`src/rtl/key_matrix_scanner.sv`:
```
// 8x8 key matrix scanner. It drives one row at a time, senses the columns,
// debounces every key and queues press/release events in a valid/ready FIFO.
module key_matrix_scanner #(
   parameter int unsigned CLK_FREQ_HZ    = 50_000_000,
   parameter int unsigned SCAN_HZ        = 1000,
   parameter int unsigned DEBOUNCE_SCANS = 3,
   parameter int unsigned EVT_DEPTH      = 8
) (
   input  logic        clk,
   input  logic        rst_n,
   output logic [7:0]  key_row_drive,
   input  logic [7:0]  key_col_sense,
   output logic [63:0] key_state,
   output logic        evt_valid,
   input  logic        evt_ready,
   output logic [5:0]  evt_code,
   output logic        evt_press,
   output logic        evt_overflow,
   output logic        frame_done
);

   localparam int unsigned CYCLES_PER_ROW = CLK_FREQ_HZ / (SCAN_HZ * 8);
   localparam int unsigned DW = $clog2(CYCLES_PER_ROW);
   localparam int unsigned AW = $clog2(EVT_DEPTH);

   if (CYCLES_PER_ROW < 4) begin : gen_cpr_check
      $error("CYCLES_PER_ROW must be at least 4");
   end
   if (DEBOUNCE_SCANS < 1 || DEBOUNCE_SCANS > 3) begin : gen_db_check
      $error("DEBOUNCE_SCANS must be in 1..3");
   end
   if (EVT_DEPTH < 2 || (EVT_DEPTH & (EVT_DEPTH - 1)) != 0) begin : gen_depth_check
      $error("EVT_DEPTH must be a power of 2, at least 2");
   end

   typedef enum logic [0:0] {StDwell, StEval} state_t;

   state_t        state;
   logic [2:0]    row;
   logic [2:0]    col;
   logic [DW-1:0] dwell;
   logic [7:0]    sample;
   logic [7:0]    sync_meta;
   logic [7:0]    sync_col;
   logic [1:0]    cnt [64];

   logic [5:0]    key_idx;
   logic          key_differs;
   logic          push;
   logic          pop;
   logic          full;
   logic          empty;
   logic [2:0]    row_next;

   logic [5:0]    fifo_code  [EVT_DEPTH];
   logic          fifo_press [EVT_DEPTH];
   logic [AW:0]   wr_ptr;
   logic [AW:0]   rd_ptr;

   // Two-flop synchronizer for the asynchronous column inputs.
   always_ff @(posedge clk or negedge rst_n) begin
      if (!rst_n) begin
         sync_meta <= '0;
         sync_col  <= '0;
      end else begin
         sync_meta <= key_col_sense;
         sync_col  <= sync_meta;
      end
   end

   // Key under evaluation and whether its debounce counter has run out.
   always_comb begin
      key_idx     = {row, col};
      key_differs = (state == StEval) && (sample[col] != key_state[key_idx]);
      push        = key_differs && (cnt[key_idx] == 2'(DEBOUNCE_SCANS - 1));
      row_next    = row + 3'd1;
   end

   // Scan FSM: dwell on a row, capture the columns, then walk the 8 keys.
   always_ff @(posedge clk or negedge rst_n) begin
      if (!rst_n) begin
         state         <= StDwell;
         row           <= '0;
         col           <= '0;
         dwell         <= '0;
         sample        <= '0;
         key_row_drive <= 8'h01;
         frame_done    <= 1'b0;
      end else begin
         frame_done <= 1'b0;
         unique case (state)
            StDwell: begin
               if (dwell == DW'(CYCLES_PER_ROW - 1)) begin
                  sample <= sync_col;
                  col    <= '0;
                  state  <= StEval;
               end else begin
                  dwell <= dwell + DW'(1);
               end
            end
            StEval: begin
               col <= col + 3'd1;
               if (col == 3'd7) begin
                  row           <= row_next;
                  key_row_drive <= 8'h01 << row_next;
                  dwell         <= '0;
                  state         <= StDwell;
                  frame_done    <= (row == 3'd7);
               end
            end
            default: state <= StDwell;
         endcase
      end
   end

   // Per-key debounce: a key flips only after enough consecutive disagreeing frames.
   always_ff @(posedge clk or negedge rst_n) begin
      if (!rst_n) begin
         key_state <= '0;
         for (int i = 0; i < 64; i++) cnt[i] <= '0;
      end else if (state == StEval) begin
         if (!key_differs) begin
            cnt[key_idx] <= '0;
         end else if (push) begin
            key_state[key_idx] <= sample[col];
            cnt[key_idx]       <= '0;
         end else begin
            cnt[key_idx] <= cnt[key_idx] + 2'd1;
         end
      end
   end

   // FIFO status and head; head fields read as zero while empty.
   always_comb begin
      empty     = (wr_ptr == rd_ptr);
      full      = (wr_ptr[AW] != rd_ptr[AW]) && (wr_ptr[AW-1:0] == rd_ptr[AW-1:0]);
      evt_valid = !empty;
      pop       = evt_valid && evt_ready;
      evt_code  = empty ? 6'd0 : fifo_code[rd_ptr[AW-1:0]];
      evt_press = empty ? 1'b0 : fifo_press[rd_ptr[AW-1:0]];
   end

   // FIFO pointers and sticky overflow; a pop frees the slot for a same-cycle push.
   always_ff @(posedge clk or negedge rst_n) begin
      if (!rst_n) begin
         wr_ptr       <= '0;
         rd_ptr       <= '0;
         evt_overflow <= 1'b0;
      end else begin
         if (pop) rd_ptr <= rd_ptr + 1'b1;
         if (push) begin
            if (!full || pop) wr_ptr <= wr_ptr + 1'b1;
            else              evt_overflow <= 1'b1;
         end
      end
   end

   // FIFO storage; contents are don't-care until written.
   always_ff @(posedge clk) begin
      if (push && (!full || pop)) begin
         fifo_code[wr_ptr[AW-1:0]]  <= key_idx;
         fifo_press[wr_ptr[AW-1:0]] <= sample[col];
      end
   end

endmodule
```
`config.mk`:
```
export PLATFORM = sky130hd
export DESIGN_NAME = key_matrix_scanner
export DESIGN_NICKNAME = d
export VERILOG_FILES = /design/src/rtl/key_matrix_scanner.sv
export SDC_FILE = /design/constraint.sdc
export NUM_CORES = 1
export LEC_CHECK = 0
export CAP_MARGIN = 20
export CORE_MARGIN = 2
export CORE_UTILIZATION = 40
export CTS_BUF_LIST = sky130_fd_sc_hd__clkbuf_8
export CTS_CLUSTER_DIAMETER = 200
export CTS_CLUSTER_SIZE = 8
export DETAILED_ROUTE_END_ITERATION = 8
export SLEW_MARGIN = 5
export SYNTH_ARGS = -nofsm -noshare
export SYNTH_HDL_FRONTEND = slang
export SYNTH_SLANG_ARGS = --single-unit
```
`constraint.sdc`:
```
create_clock -name clk -period 3.9 [get_ports clk]
set_input_delay 0.585 -clock clk [delete_from_list [all_inputs] [get_ports clk]]
set_output_delay 0.585 -clock clk [all_outputs]
set_load 0.005 [all_outputs]
```
* After elaboration in Yosys (flattened, before gate mapping)
Memories as Yosys holds them, arrays and structs flattened.
Index checks and enable logic that the tools add are counted.
Widths: inputs -> output; s select.
** Word-level totals
- Register bits :: 254
- RAM bits :: 56
- Bits of input ports :: 11
- Output and inout bits :: 82
- Logic and storage cells :: 152
- Memories :: 2
** Memory list
- fifo_code :: depth 8, width 6, rd ports 1, clocked after memory_dff 0, write ports 1, line 55 : logic [5:0] fifo_code [EVT_DEPTH];
- fifo_press :: depth 8, width 1, rd ports 1, clocked after memory_dff 0, write ports 1, line 56 : logic fifo_press [EVT_DEPTH];
** Cells by class
- Add/subtract/negate cells :: 6
- Order comparisons :: 5
- Equal/unequal tests :: 11
- Shift operators :: 1
- Multiplexer cells :: 29
- Bitwise operators :: 5
- Reduce and logical (&&, ||, !) cells :: 16
** Operators with widths (count)
- $mux 128 :: 2
- $and 128x128->128 :: 1
- $bwmux 128 :: 1
- $not 128->128 :: 1
- $bwmux 64 :: 1
- $mux 13 :: 2
- $pmux 13 s2 :: 1
- $add 13x1->13 const B :: 1
- $eq 13x13->1 const B :: 1
- $bmux 2 s6 :: 1
- $demux 2 s6 :: 1
- $mux 1 :: 10
- $reduce_and 2->1 :: 5
- $add 4x1->4 const B :: 2
- $shl 1x3->8 const A :: 1
- $ge 7x7->1 const B :: 1
- $logic_and 1x1->1 :: 7
- $lt 6x7->1 const B :: 1
- $lt 7x1->1 const B :: 1
- $not 6->7 :: 1
- $add 3x1->3 const B :: 2
- $bmux 1 s6 :: 1
- $demux 1 s6 :: 1
- $eq 3x3->1 const B :: 2
- 19 further kinds :: 25

* Logic depth before layout (Yosys ltp)
- Word-level depth :: 9
- Mapped depth :: 19
- Depth with buffers taken out :: 12

* Worst setup path after synthesis
Ideal clock, no wire load.
- Path type :: register to register
- Start point :: register col[2]
- End point :: memory fifo_code[2][0], enable pin
- Library setup time :: 0.393 ns
- Arrival :: 3.753 ns
- Data required time :: 3.507 ns
- Path slack :: -0.246 ns
- Stages on the path, launching flop included :: 18
- Path buffers :: 7
- Clock period less this slack :: 4.146 ns
- Path through :: dfrtp_1 > buf_4 > buf_4 > buf_2 > buf_2 > clkbuf_1 > mux2i_1 > o22ai_1 > a21oi_1 > o22ai_1 > nor4_1 > nand2_1 > ha_1 > nand4_1 > buf_4 > nand2b_1 > buf_4 > nor4b_1
** Between the ends
- Word-level cells in the longest chain between the ends :: 9
- Elaborated cells on any way between the ends :: 15
- Those cells by class :: 2 x eq/ne; 9 x mux; 1 x bitwise; 3 x reduce/logical
** Ends and longest elaborated chain
- start: declaration :: line 40 : logic [2:0] col;
- start signal: assignment :: line 102 : col <= col + 3'd1;
- $not 6->7 (not written as such) :: line 75 : push = key_differs && (cnt[key_idx] == 2'(DEBOUNCE_SCANS - 1));
- $bmux 2 s6 :: line 75
- $mux 2 (not written as such) (2 in a row) :: line 75
- $eq 2x2->1 :: line 75
- $logic_and 1x1->1 (*) :: line 75
- $logic_and 1x1->1 (*) :: line 160 : if (push && (!full || pop)) begin
- $mux 1 (*) :: line 160
- $mux 1 (not written as such) (*) :: line 161 : fifo_code[wr_ptr[AW-1:0]] <= key_idx;
- end: declaration :: line 55
Mark *: on every way between the ends. The rest lies on a longest branch, timed or not. The select of a mux whose other input is x is not followed.

* Final worst setup path
- Start point :: register col[0]
- End point :: memory fifo_code[3][5], enable pin
The elaborated chain is that of the path after synthesis.

==> out/qor.txt <==
STATUS
------------------------------------------------------------------------------------
Status                                                                  finished, violations left
Failing checks                                                          negative hold slack

FINAL LAYOUT
------------------------------------------------------------------------------------
Share of final-layout standard cells stronger than drive strength 1            13.8%
Fill count                                                                      3299
Area growth syn-to-layout                                                      16.3%
Diodes inserted                                                                    0
Post-layout instance count excluding filler cells                               1913
Fin nets                                                                        1462
Most common library cell in the layout ignoring fill and taps           sky130_fd_sc_hd__nand2_1
Highest-count cells in the layout ignoring fill and taps                sky130_fd_sc_hd__nand2_1 (279), sky130_fd_sc_hd__dfrtp_1 (250), sky130_fd_sc_hd__o21ai_0 (121), sky130_fd_sc_hd__clkdlybuf4s50_1 (91), sky130_fd_sc_hd__buf_4 (64)
Final design area excluding fillers                                      0.0166 mm^2

GLOBAL ROUTING
------------------------------------------------------------------------------------
Maximum number of pins on one net before global-route repair                      87
Antenna violations before repair                                                   0
Via count of the first global-routing pass                                     10607
Gr usage total                                                                 22.3%
Global-route wire length before repair                                      63400 um
Global-route congestion overflow total                                             0

POWER AND IR DROP
------------------------------------------------------------------------------------
Pint                                                                         4.63 mW
Sw Share                                                                       24.0%
Sequential cell fraction of total power                                        55.5%
Total design power                                                           6.09 mW
Peak ir drop on the vdd network                                               344 uV
Net Switching                                                                1.46 mW
Clock Power Share                                                              36.9%
Combinational share of power                                                    7.6%
PD cells                                                                 366 mW/mm^2
Leak                                                                         6.71 nW

CLOCK TREE
------------------------------------------------------------------------------------
Maximum buffer depth of the clock tree                                             3
Clock Root Buffer                                                       sky130_fd_sc_hd__clkbuf_8
Clock tree from TritonCTS                                                        yes
Buffer count from post-CTS setup fixing                                            0
Clk_lat worst skew                                                            580 ps
# H-tree levels                                                                    2
Clock buffer count from CTS                                                       44
CTS clock-pin slew for the worst setup and hold paths                          60 ps
Clock Sink Count                                                                 310

PLACED DESIGN
------------------------------------------------------------------------------------
Post-DP HPWL                                                                27300 um
I/O Buffers                                                                       92
Post-Place Cells                                                                1853
Placed standard-cell area                                                0.0159 mm^2
Final RePlAce weighted congestion                                              0.870

DIE
------------------------------------------------------------------------------------
DIE WIDTH                                                                     193 um
Floorplan row count                                                               69
Initial standard-cell utilization of the core                                  40.4%
Io pins                                                                           93
Core area                                                                0.0354 mm^2
Floorplan die area                                                       0.0373 mm^2
Die boundary height                                                           193 um

SETUP PATH
------------------------------------------------------------------------------------
CP Launch Type                                                             flip-flop
R2R cell count                                                                    10
Largest fanout on the critical path                                               26
Capturing point of the worst reg2reg path                               fifo_code[3][5]
Launch point of the worst path                                                col[0]
Worst R2R Start                                                               col[0]
Setup slack of the worst register-to-register path                            240 ps
Type of the worst setup path                                              reg -> reg
Required time of the worst setup path                                        4180 ps
Critical path capture point type                                           flip-flop
WP data arrival                                                              3940 ps

TIMING
------------------------------------------------------------------------------------
Final TNS setup                                                                 0 ps
Hold Violations, Final                                                             2
Hold Slack                                                                  -8.49 ps
Max transition margin                                                          38.8%
Worst Tran Pin Value                                                          918 ps
Max-slew violation count                                                           0
Worst Clk Skew                                                               29.0 ps
Setup repair after global routing missed its margin                               no
Number of setup violations in the final report                                     0
Upper clock frequency limit                                                0.273 GHz
Period utilisation layout                                                      93.8%
Final critical path time including I/O delays and setup                      3660 ps

YOSYS
------------------------------------------------------------------------------------
Seq/Total Area, Yosys                                                          56.2%
Largest area contributor in the netlist                                 sky130_fd_sc_hd__dfrtp_1
Synth Cell Area                                                          0.0143 mm^2
Distinct cells, synth                                                             65
Avg Inst Size Synth                                                        10.7 um^2
Number of synthesis warnings                                                       0
Total of flip-flops plus latches after synthesis                                 310
Largest cells by area after synthesis                                   sky130_fd_sc_hd__dfrtp_1 (44%), sky130_fd_sc_hd__edfxtp_1 (12%), sky130_fd_sc_hd__nand2_1 (7.3%)
Syn_nets                                                                        1359
Share of Yosys cell area claimed by the top area cell type                     44.2%
Proportion of synthesized flip-flops having asynchronous set or reset          81.9%
Post-Syn Instances                                                              1335
Count of flip-flops with a built-in enable after synthesis                        56
Dominant register cell in the synthesized netlist                       sky130_fd_sc_hd__dfrtp_1

ROUTING
------------------------------------------------------------------------------------
Initial DRT Pass Iterations                                                        7
Initial DRC Count                                                               1010
Routed wire per std cell                                                     21.3 um
# DRC                                                                              0
Total Wirelength                                                            40800 um
Post-detailed-route via-to-cell ratio                                           5.58
Vias after detailed routing                                                    10674
Remaining antenna violation count after routing                                    0

RUN
------------------------------------------------------------------------------------
Number of max-cap violations                                                       0

HOLD PATH
------------------------------------------------------------------------------------
Hold Crit Class                                                          in -> async

==> what timing repair did <==
action                     in CTS  in global routing
resized for setup               0                  1
hold buffers                    0                  0
setup endpoints to repair       0                 28
==> layout make-up <==
type | count | area, um^2 | share of cell area [%]
multi-input combinational | 907 | 5740 | 34.5
clock buffer | 45 | 619 | 3.72
clock inverter | 15 | 72.6 | 0.436
inverter | 12 | 47.5 | 0.286
sequential | 310 | 8050 | 48.3
timing repair buffer | 163 | 1550 | 9.29
tap | 461 | 577 | 3.47
==> kinds of logic after synthesis <==
logic type / count (synthesis) / synth area share [%]
multiplexers: 108 / 9.45
buffers and inverters: 118 / 3.89
adder cells (fa/ha/maj): 13 / 1.14
XOR/XNOR: 20 / 1.22
AO/OA/AOI/OAI: 330 / 14.3
AND/OR/NAND/NOR: 436 / 13.8
flip-flops: 310 / 56.2
==> flip-flops by register name, indices dropped and copies added, names as in the netlist <==
register,cells
dwell,13
wr_ptr,4
sync_col,8
key_state,64
row,3
key_row_drive,8
cnt,128
rd_ptr,4
evt_overflow,1
frame_done,1
fifo_code,48
col,3
fifo_press,8
sync_meta,8
sample,8
state,1
==> synth_stat cells, types with 10 or more instances <==
cell type,number
sky130_fd_sc_hd__edfxtp_1,56
sky130_fd_sc_hd__nand4_1,10
sky130_fd_sc_hd__a21oi_1,20
sky130_fd_sc_hd__clkbuf_1,51
sky130_fd_sc_hd__nor2_1,31
sky130_fd_sc_hd__xnor2_1,10
sky130_fd_sc_hd__a221oi_1,10
sky130_fd_sc_hd__mux2_2,30
sky130_fd_sc_hd__nor2b_1,10
sky130_fd_sc_hd__o31ai_2,11
sky130_fd_sc_hd__nand2_1,279
sky130_fd_sc_hd__xor2_1,10
sky130_fd_sc_hd__o31ai_1,50
sky130_fd_sc_hd__a22oi_1,27
sky130_fd_sc_hd__and3_1,11
sky130_fd_sc_hd__ha_1,13
sky130_fd_sc_hd__mux2i_1,53
sky130_fd_sc_hd__nor3_1,20
sky130_fd_sc_hd__dfrtp_1,253
sky130_fd_sc_hd__buf_2,28
sky130_fd_sc_hd__or3_1,10
sky130_fd_sc_hd__o21ai_1,62
sky130_fd_sc_hd__mux4_2,18
sky130_fd_sc_hd__nand3_1,22
sky130_fd_sc_hd__buf_1,12
sky130_fd_sc_hd__o21ai_0,121
==> how the worst max path moves through the flow <==
| stage | end | slack, ps | cells after the start |
|---|---|---|---|
| floorplan | fifo_code[2][0] | -250 | 17 |
| global placement | fifo_code[3][5] | 230 | 11 |
| finish | fifo_code[3][5] | 240 | 10 |
| global route | fifo_press[5] | 1 | 10 |
| CTS | fifo_code[3][5] | 210 | 11 |
| detailed placement | fifo_code[3][5] | 200 | 11 |
==> power groups by stage <==
stage | Clock, mW | Sequential (mW) | Combinational, mW
final | 2.25 | 3.38 | 0.463
after global routing | 2.44 | 3.39 | 0.510
after CTS | 2.30 | 3.39 | 0.477
after detailed placement | 0 | 3.45 | 0.477
after global placement | 0 | 3.45 | 0.466
after floorplan | 0 | 3.39 | 0.318
==> critical path: stages (launching register included) <==
cell,delay (ps)
sky130_fd_sc_hd__dfrtp_4,630
sky130_fd_sc_hd__nor2b_1,730
sky130_fd_sc_hd__a21oi_1,160
sky130_fd_sc_hd__nand3_1,130
sky130_fd_sc_hd__nand3_1,180
sky130_fd_sc_hd__nor4_4,280
sky130_fd_sc_hd__ha_1,240
sky130_fd_sc_hd__nand4_1,110
sky130_fd_sc_hd__nand2b_1,350
sky130_fd_sc_hd__nor4bb_1,330
sky130_fd_sc_hd__buf_4,210
==> metal layers <==
layer / routed length (um) / GRT usage (%) / vias to the layer above
met1: 18300 / 31.4 / 5262
met5: 0 / 0 / -
met2: 19000 / 35.5 / 358
met4: 1020 / 6.76 / 0
met3: 2480 / 3.76 / 79
li1: - / - / 4975
==> per-stage QoR <==
step	setup WS, ps	util, %
after floorplan	-246	-
after global placement	229	45.1
after detailed placement	200	45.1
after CTS	209	47.0
after global routing	1.03	47.0
final	243	47.0
No activity file was read; power rests on OpenSTA's default activity.
